===== src/rtl/instr_fetch_unit.sv =====
// ----------------------------------------------------------------------------
// instr_fetch_unit
//
// Instruction fetch stage feeding the decoder. Holds the PC, issues word reads
// to a synchronous instruction memory (data returns one cycle after the
// request), buffers returned instructions with their fetch address in a small
// prefetch FIFO, and presents the FIFO head over a valid/ready handshake.
// A redirect pulse flushes the buffer, squashes any in-flight response and
// restarts fetch at a new PC.
//
// Optional feature: define FETCH_HALT_EN to stop fetching after an instruction
// whose opcode (bits [31:28]) is 4'hF. Without it, halted is tied low and
// opcode 4'hF is an ordinary instruction.
//
// Ports:
//   clk, rst        clock, synchronous active-high reset
//   imem_req/addr   read request and word address (addr always equals pc)
//   imem_rdata      read data, valid the cycle after imem_req
//   redirect_*      1-cycle redirect pulse and its target PC
//   out_valid/ready handshake towards decode
//   out_instr/pc    FIFO head instruction and the address it came from
//   halted          fetch stopped on a HALT opcode (FETCH_HALT_EN only)
// ----------------------------------------------------------------------------
module instr_fetch_unit #(
    parameter int unsigned        ADDR_W     = 8,
    parameter int unsigned        FIFO_DEPTH = 4,
    parameter logic [ADDR_W-1:0]  RESET_PC   = '0
) (
    input  logic              clk,
    input  logic              rst,
    output logic              imem_req,
    output logic [ADDR_W-1:0] imem_addr,
    input  logic [31:0]       imem_rdata,
    input  logic              redirect_valid,
    input  logic [ADDR_W-1:0] redirect_pc,
    output logic              out_valid,
    input  logic              out_ready,
    output logic [31:0]       out_instr,
    output logic [ADDR_W-1:0] out_pc,
    output logic              halted
);

    localparam int unsigned PtrW = (FIFO_DEPTH > 1) ? $clog2(FIFO_DEPTH) : 1;
    localparam int unsigned CntW = PtrW + 1;

    logic [ADDR_W-1:0] pc_q, pc_d;
    logic              inflight_q, inflight_d;
    logic [ADDR_W-1:0] req_addr_q, req_addr_d;
    logic [PtrW-1:0]   wptr_q, wptr_d;
    logic [PtrW-1:0]   rptr_q, rptr_d;
    logic [CntW-1:0]   count_q, count_d;

    logic [31:0]       fifo_instr_q [FIFO_DEPTH];
    logic [ADDR_W-1:0] fifo_pc_q    [FIFO_DEPTH];

    logic              push;
    logic              pop;
    logic              fetch_stop;
    logic [CntW-1:0]   used;

    // Slots already claimed: buffered entries plus the response still on its way.
    assign used      = count_q + CntW'(inflight_q);
    assign imem_req  = !rst && !redirect_valid && !fetch_stop && (used < CntW'(FIFO_DEPTH));
    assign imem_addr = pc_q;

    // A redirect squashes the response arriving this cycle.
    assign push      = inflight_q && !redirect_valid;
    assign out_valid = (count_q != '0);
    assign pop       = out_valid && out_ready;
    assign out_instr = fifo_instr_q[rptr_q];
    assign out_pc    = fifo_pc_q[rptr_q];

`ifdef FETCH_HALT_EN
    logic halted_q;
    logic halt_resp;

    assign halt_resp  = inflight_q && (imem_rdata[31:28] == 4'hF);
    // Block the request in the HALT response cycle so nothing past it is fetched.
    assign fetch_stop = halted_q || halt_resp;
    assign halted     = halted_q;

    always_ff @(posedge clk) begin
        if (rst) begin
            halted_q <= 1'b0;
        end else if (redirect_valid) begin
            halted_q <= 1'b0;
        end else if (push && halt_resp) begin
            halted_q <= 1'b1;
        end
    end
`else
    assign fetch_stop = 1'b0;
    assign halted     = 1'b0;
`endif

    always_comb begin
        pc_d       = pc_q;
        inflight_d = inflight_q;
        req_addr_d = req_addr_q;
        wptr_d     = wptr_q;
        rptr_d     = rptr_q;
        count_d    = count_q;

        if (redirect_valid) begin
            // Flush; a pop this cycle is simply absorbed by the flush.
            pc_d       = redirect_pc;
            inflight_d = 1'b0;
            wptr_d     = '0;
            rptr_d     = '0;
            count_d    = '0;
        end else begin
            inflight_d = imem_req;
            if (imem_req) begin
                pc_d       = pc_q + ADDR_W'(1);
                req_addr_d = pc_q;
            end
            if (push) begin
                wptr_d = wptr_q + PtrW'(1);
            end
            if (pop) begin
                rptr_d = rptr_q + PtrW'(1);
            end
            count_d = count_q + CntW'(push) - CntW'(pop);
        end
    end

    always_ff @(posedge clk) begin
        if (rst) begin
            pc_q       <= RESET_PC;
            inflight_q <= 1'b0;
            req_addr_q <= '0;
            wptr_q     <= '0;
            rptr_q     <= '0;
            count_q    <= '0;
        end else begin
            pc_q       <= pc_d;
            inflight_q <= inflight_d;
            req_addr_q <= req_addr_d;
            wptr_q     <= wptr_d;
            rptr_q     <= rptr_d;
            count_q    <= count_d;
        end
    end

    // Storage needs no reset: entries are only visible through count_q.
    always_ff @(posedge clk) begin
        if (!rst && push) begin
            fifo_instr_q[wptr_q] <= imem_rdata;
            fifo_pc_q[wptr_q]    <= req_addr_q;
        end
    end

endmodule


===== config.mk =====
export PLATFORM = sky130hd
export DESIGN_NAME = instr_fetch_unit
export DESIGN_NICKNAME = d
export VERILOG_FILES = /design/src/rtl/instr_fetch_unit.sv
export SDC_FILE = /design/constraint.sdc
export NUM_CORES = 1
export LEC_CHECK = 0
export BUFFER_PORTS_ARGS = -buffer_cell sky130_fd_sc_hd__buf_2
export CORE_ASPECT_RATIO = 0.8
export CORE_MARGIN = 10
export CORE_UTILIZATION = 40
export DETAILED_ROUTE_END_ITERATION = 6
export PLACE_DENSITY = 0.73
export SYNTH_ARGS = -nofsm -noshare
export SYNTH_HDL_FRONTEND = slang
export SYNTH_SLANG_ARGS = --single-unit

===== constraint.sdc =====
create_clock -name clk -period 2.4 [get_ports clk]
set_input_delay 0.24 -clock clk [delete_from_list [all_inputs] [get_ports clk]]
set_output_delay 0.24 -clock clk [all_outputs]
set_load 0.05 [all_outputs]

==> PnR_summary.wiki <==
{| class="wikitable"
! Metric !! Value
|-
| Result of the run || complete, no violations
|-
| Initial core utilization || slightly above 40%
|-
| Crit path time final || 2.26 ns
|-
| Number of clock sinks seen by CTS || between 150 and 200
|-
| Power density normalized to cell area || 798 nW/um^2
|-
| TritonCTS clock tree || yes
|-
| Port Buffer Count || 93
|-
| Vias in the first global route || 3867
|-
| Critical-path top delay cell || mux2i_1
|-
| Setup Total Neg Slack || 0 ns
|-
| Maximum number of pins on one net before global-route repair || 41
|-
| Max-capacitance violation count || 0
|-
| GRT Overall Usage || 11.7%
|-
| Final layout net count || 508
|-
| Number of buffers on the longest clock path || 2
|-
| Part of the Yosys area used for sequential elements || roughly three quarters
|-
| Detailed-route via count || 3527
|-
| Final setup violation count || 0
|-
| Netlist area before placement || 6990 um^2
|-
| Final number of hold-violating endpoints || 0
|-
| Synthesized flop and latch total || around 190
|-
| Flop pwr share || 53.0%
|-
| Global routing usage on met3 || 4.11%
|-
| Cells on worst reg2reg path || 9
|-
| Count of flip-flops with a built-in enable after synthesis || 160
|-
| Fillers || 1411
|-
| Headroom to the max-slew limit || between 50% and 60%
|-
| Buffer type at the clock tree root || clkbuf_16
|-
| Crit Reg-Reg Endpoint || count_q[2]
|-
| Proportion of layout cells with a drive suffix above 1 || about two fifths
|-
| Transition time at the pin with the least slew margin || 0.717 ns
|-
| Last weighted congestion value of the routability-driven placer || 0.865
|-
| Critical Path End || imem_req
|-
| Cell count after synthesis || 353
|-
| Clk pwr share || between 40% and 50%
|-
| Total global routing overflow || 0
|-
| Detailed-route DRC error count || 0
|-
| Quantity of gates resized following cts || 0
|-
| P&R area growth vs syn || 20.4%
|-
| Final period util || a little over nine tenths
|-
| Chip Width || between 150 and 200 um
|-
| Worst setup path category || flip-flop to primary output
|-
| Reg-to-Reg Start || count_q[1]
|-
| Leak pwr || 2.91 nW
|-
| Average via count per standard cell || 5.08
|-
| Crit path launch type || flip-flop
|-
| Worst-Skew Late Latency || 0.43 ns
|-
| Average cell area after synthesis || 19.8 um^2
|-
| Floorplan die area || 23200 um^2
|-
| Largest stage delay, worst path || 0.55 ns
|-
| H-tree depth reported by CTS || 4
|-
| Met2 usage in global routing || about a fifth
|-
| Cell chain of the critical path || and3_2 > mux2i_1 > inv_1 > buf_2
|-
| First-pass GRT wire length || 21200 um
|-
| WL per Instance || 18.7 um
|-
| # diodes || 0
|-
| Clock-pin slew reported for the worst setup and hold paths after clock tree synthesis || 0.07 ns
|-
| Num CTS Buffers || 17
|-
| RSZ-0062 raised after global routing || no
|-
| Aggregate routed wire length || 13000 um
|-
| Detailed-routing iteration count for the pre-antenna-repair pass || 4
|-
| Total instance count after detailed placement || 661
|-
| Cell family with the largest share of critical-path delay || multiplexers
|-
| Final cell count without fillers || 694
|-
| CP max FO || 9
|-
| Number of nets produced by synthesis || 405
|-
| Number of DRC violations after detailed-routing iteration 0 || 265
|-
| Main synth FF type || edfxtp_1
|-
| Number of antenna violations at the first check in global routing || 0
|-
| Crit path buffers/inverters || 2
|-
| Most utilized layer in the global route result || met2
|-
| Chip Height || between 100 and 150 um
|-
| Antenna-violating nets left || 0
|-
| Area occupied by registers || 5330 um^2
|-
| Half-perimeter wire length of the detailed placement result || 8180 um
|-
| Core footprint || approximately 17000 um^2
|-
| Setup slack of the worst register-to-register path || 0.32 ns
|-
| Count of pins over their slew limit || 0
|-
| Number of cell rows || 43
|-
| Path category of the worst min-delay check || primary input to flip-flop
|-
| Cell-internal power || 0.00529 W
|-
| Switching part of the total power || 21.2%
|-
| Maximum VDD drop || 0.406 mV
|-
| Total stage count of the critical path || 4
|-
| Multi-input gate area in the final layout || 1550 um^2
|-
| Switching Power || 0.00143 W
|-
| Unique cell type count in the Yosys netlist || 38
|-
| Utilization after layout || 48.8%
|-
| Total number of yosys warnings || 0
|-
| Global routing usage on met1 || 13.9%
|-
| Arrival time worst endpoint || ~2.0 ns
|-
| Fraction of registers with async set/reset || 0%
|-
| Combinational power share || 4.8%
|-
| Beginning of the critical path || inflight_q
|-
| Final Skew || ~0.0088 ns
|-
| Worst hold path startpoint || imem_rdata[0]
|-
| Worst EP required || between 2 and 2.5 ns
|-
| Top-Level Pins || 95
|-
| Fmax || around 440 MHz
|-
| Total setup buffers inserted after CTS || 0
|-
| Type of destination of the critical path || primary output
|-
| CTS Hold Bufs || 1
|}
[synthesized netlist by cell type (2+ instances only)]
cell      count  share of area (%)
xnor2_1       4               0.50
nand4_1       2               0.18
xor2_1        2               0.25
ha_1          7                1.3
buf_2         5               0.36
a21oi_1       8               0.57
nand3_1      10               0.72
clkbuf_1     11               0.59
nor2_1       12               0.64
edfxtp_1    160                 69
nand2_1      16               0.86
mux4_2       40                 13
a211oi_1      2               0.21
a31oi_1       4               0.36
mux2i_1       3               0.43
o211ai_1      2               0.21
or3_1         3               0.27
inv_1        10               0.54
a311oi_1      2               0.25
and2_1        2               0.18
buf_4         3               0.32
and3_1        4               0.36
dfxtp_1      26                7.4
[final cells by class]
cell class,count,area share (%)
Multi-Input combinational cell,138,18.4
Inverter,10,0.446
Clock buffer,17,5.05
Clock inverter,15,2.18
Sequential cell,186,63.3
Timing Repair Buffer,103,7.34
Tap cell,225,3.34
[kinds of logic after synthesis]
family / Yosys count / synth area share [%]
AO/OA/AOI/OAI: 23 / 2.24
adder cells (fa/ha/maj): 8 / 1.54
multiplexers: 43 / 13.3
AND/OR/NAND/NOR: 56 / 3.94
other: 1 / 0.0536
buffers and inverters: 29 / 1.81
XOR/XNOR: 7 / 0.984
flip-flops: 186 / 76.1
[stage by stage]
| step | power, W | worst slack (ns) | instance area (um^2) | hold slack, ns |
|---|---|---|---|---|
| floorplan | 0.00384 | 0.0766 | 6990 | 0.339 |
| global placement | 0.00394 | 0.317 | 7800 | 0.449 |
| detailed placement | 0.00395 | 0.232 | 7800 | 0.454 |
| CTS | 0.00679 | 0.0998 | 8420 | 0.00142 |
| global route | 0.00695 | 0.00401 | 8420 | 0.00919 |
| finish | 0.00672 | 0.136 | 8420 | 0.0263 |
[layout by cell type, fill, tap and decap left out, types with 4 or more instances in the layout]
master     netlist  layout
mux4_2          40      40
nand2_1         16      16
nand3_1         10      10
inv_1           10      10
a21oi_1          8       8
inv_6            0       6
buf_12           0       6
a31oi_1          4       4
and3_2           1       5
dfxtp_1         26      24
clkbuf_16        0      17
ha_1             7       7
buf_2            5      93
xnor2_1          4       4
nor2_1          12      12
edfxtp_1       160     160
[layer usage]
metal | part of all wire [%] | up-vias | wire length [um]
li1 | - | 1624 | -
met1 | 42 | 1779 | 5450
met2 | 50 | 106 | 6460
met3 | 6.5 | 18 | 846
met4 | 1.5 | 0 | 198
met5 | 0 | - | 0
[how the worst min path moves through the flow]
stage	endpoint	slack, ns	cells after the start
finish	fifo_instr_q[2][0]	0.03	1
global route	fifo_instr_q[1][22]	0.009	1
CTS	fifo_instr_q[3][22]	0.001	1
detailed placement	fifo_instr_q[0][20]	0.45	1
global placement	fifo_instr_q[1][11]	0.45	1
floorplan	fifo_instr_q[0][0]	0.34	0
[flip-flops by register name (all words and copies together), names as in the netlist, named ones only]
name / cells
fifo_pc_q: 32
count_q: 3
imem_addr: 8
fifo_instr_q: 128
rptr_q: 2
inflight_q: 1
wptr_q: 2
req_addr_q: 8
[power groups by stage]
stage | Clock, W | Sequential [W] | Combinational (W)
2_1_floorplan | 0 | 0.00366 | 0.000183
3_3_place_gp | 0 | 0.00363 | 0.000312
3_5_place_dp | 0 | 0.00363 | 0.000322
4_1_cts | 0.00291 | 0.00356 | 0.000324
5_1_grt | 0.00304 | 0.00356 | 0.000347
6_report | 0.00284 | 0.00356 | 0.000320
No activity file was read; power rests on OpenSTA's default activity.
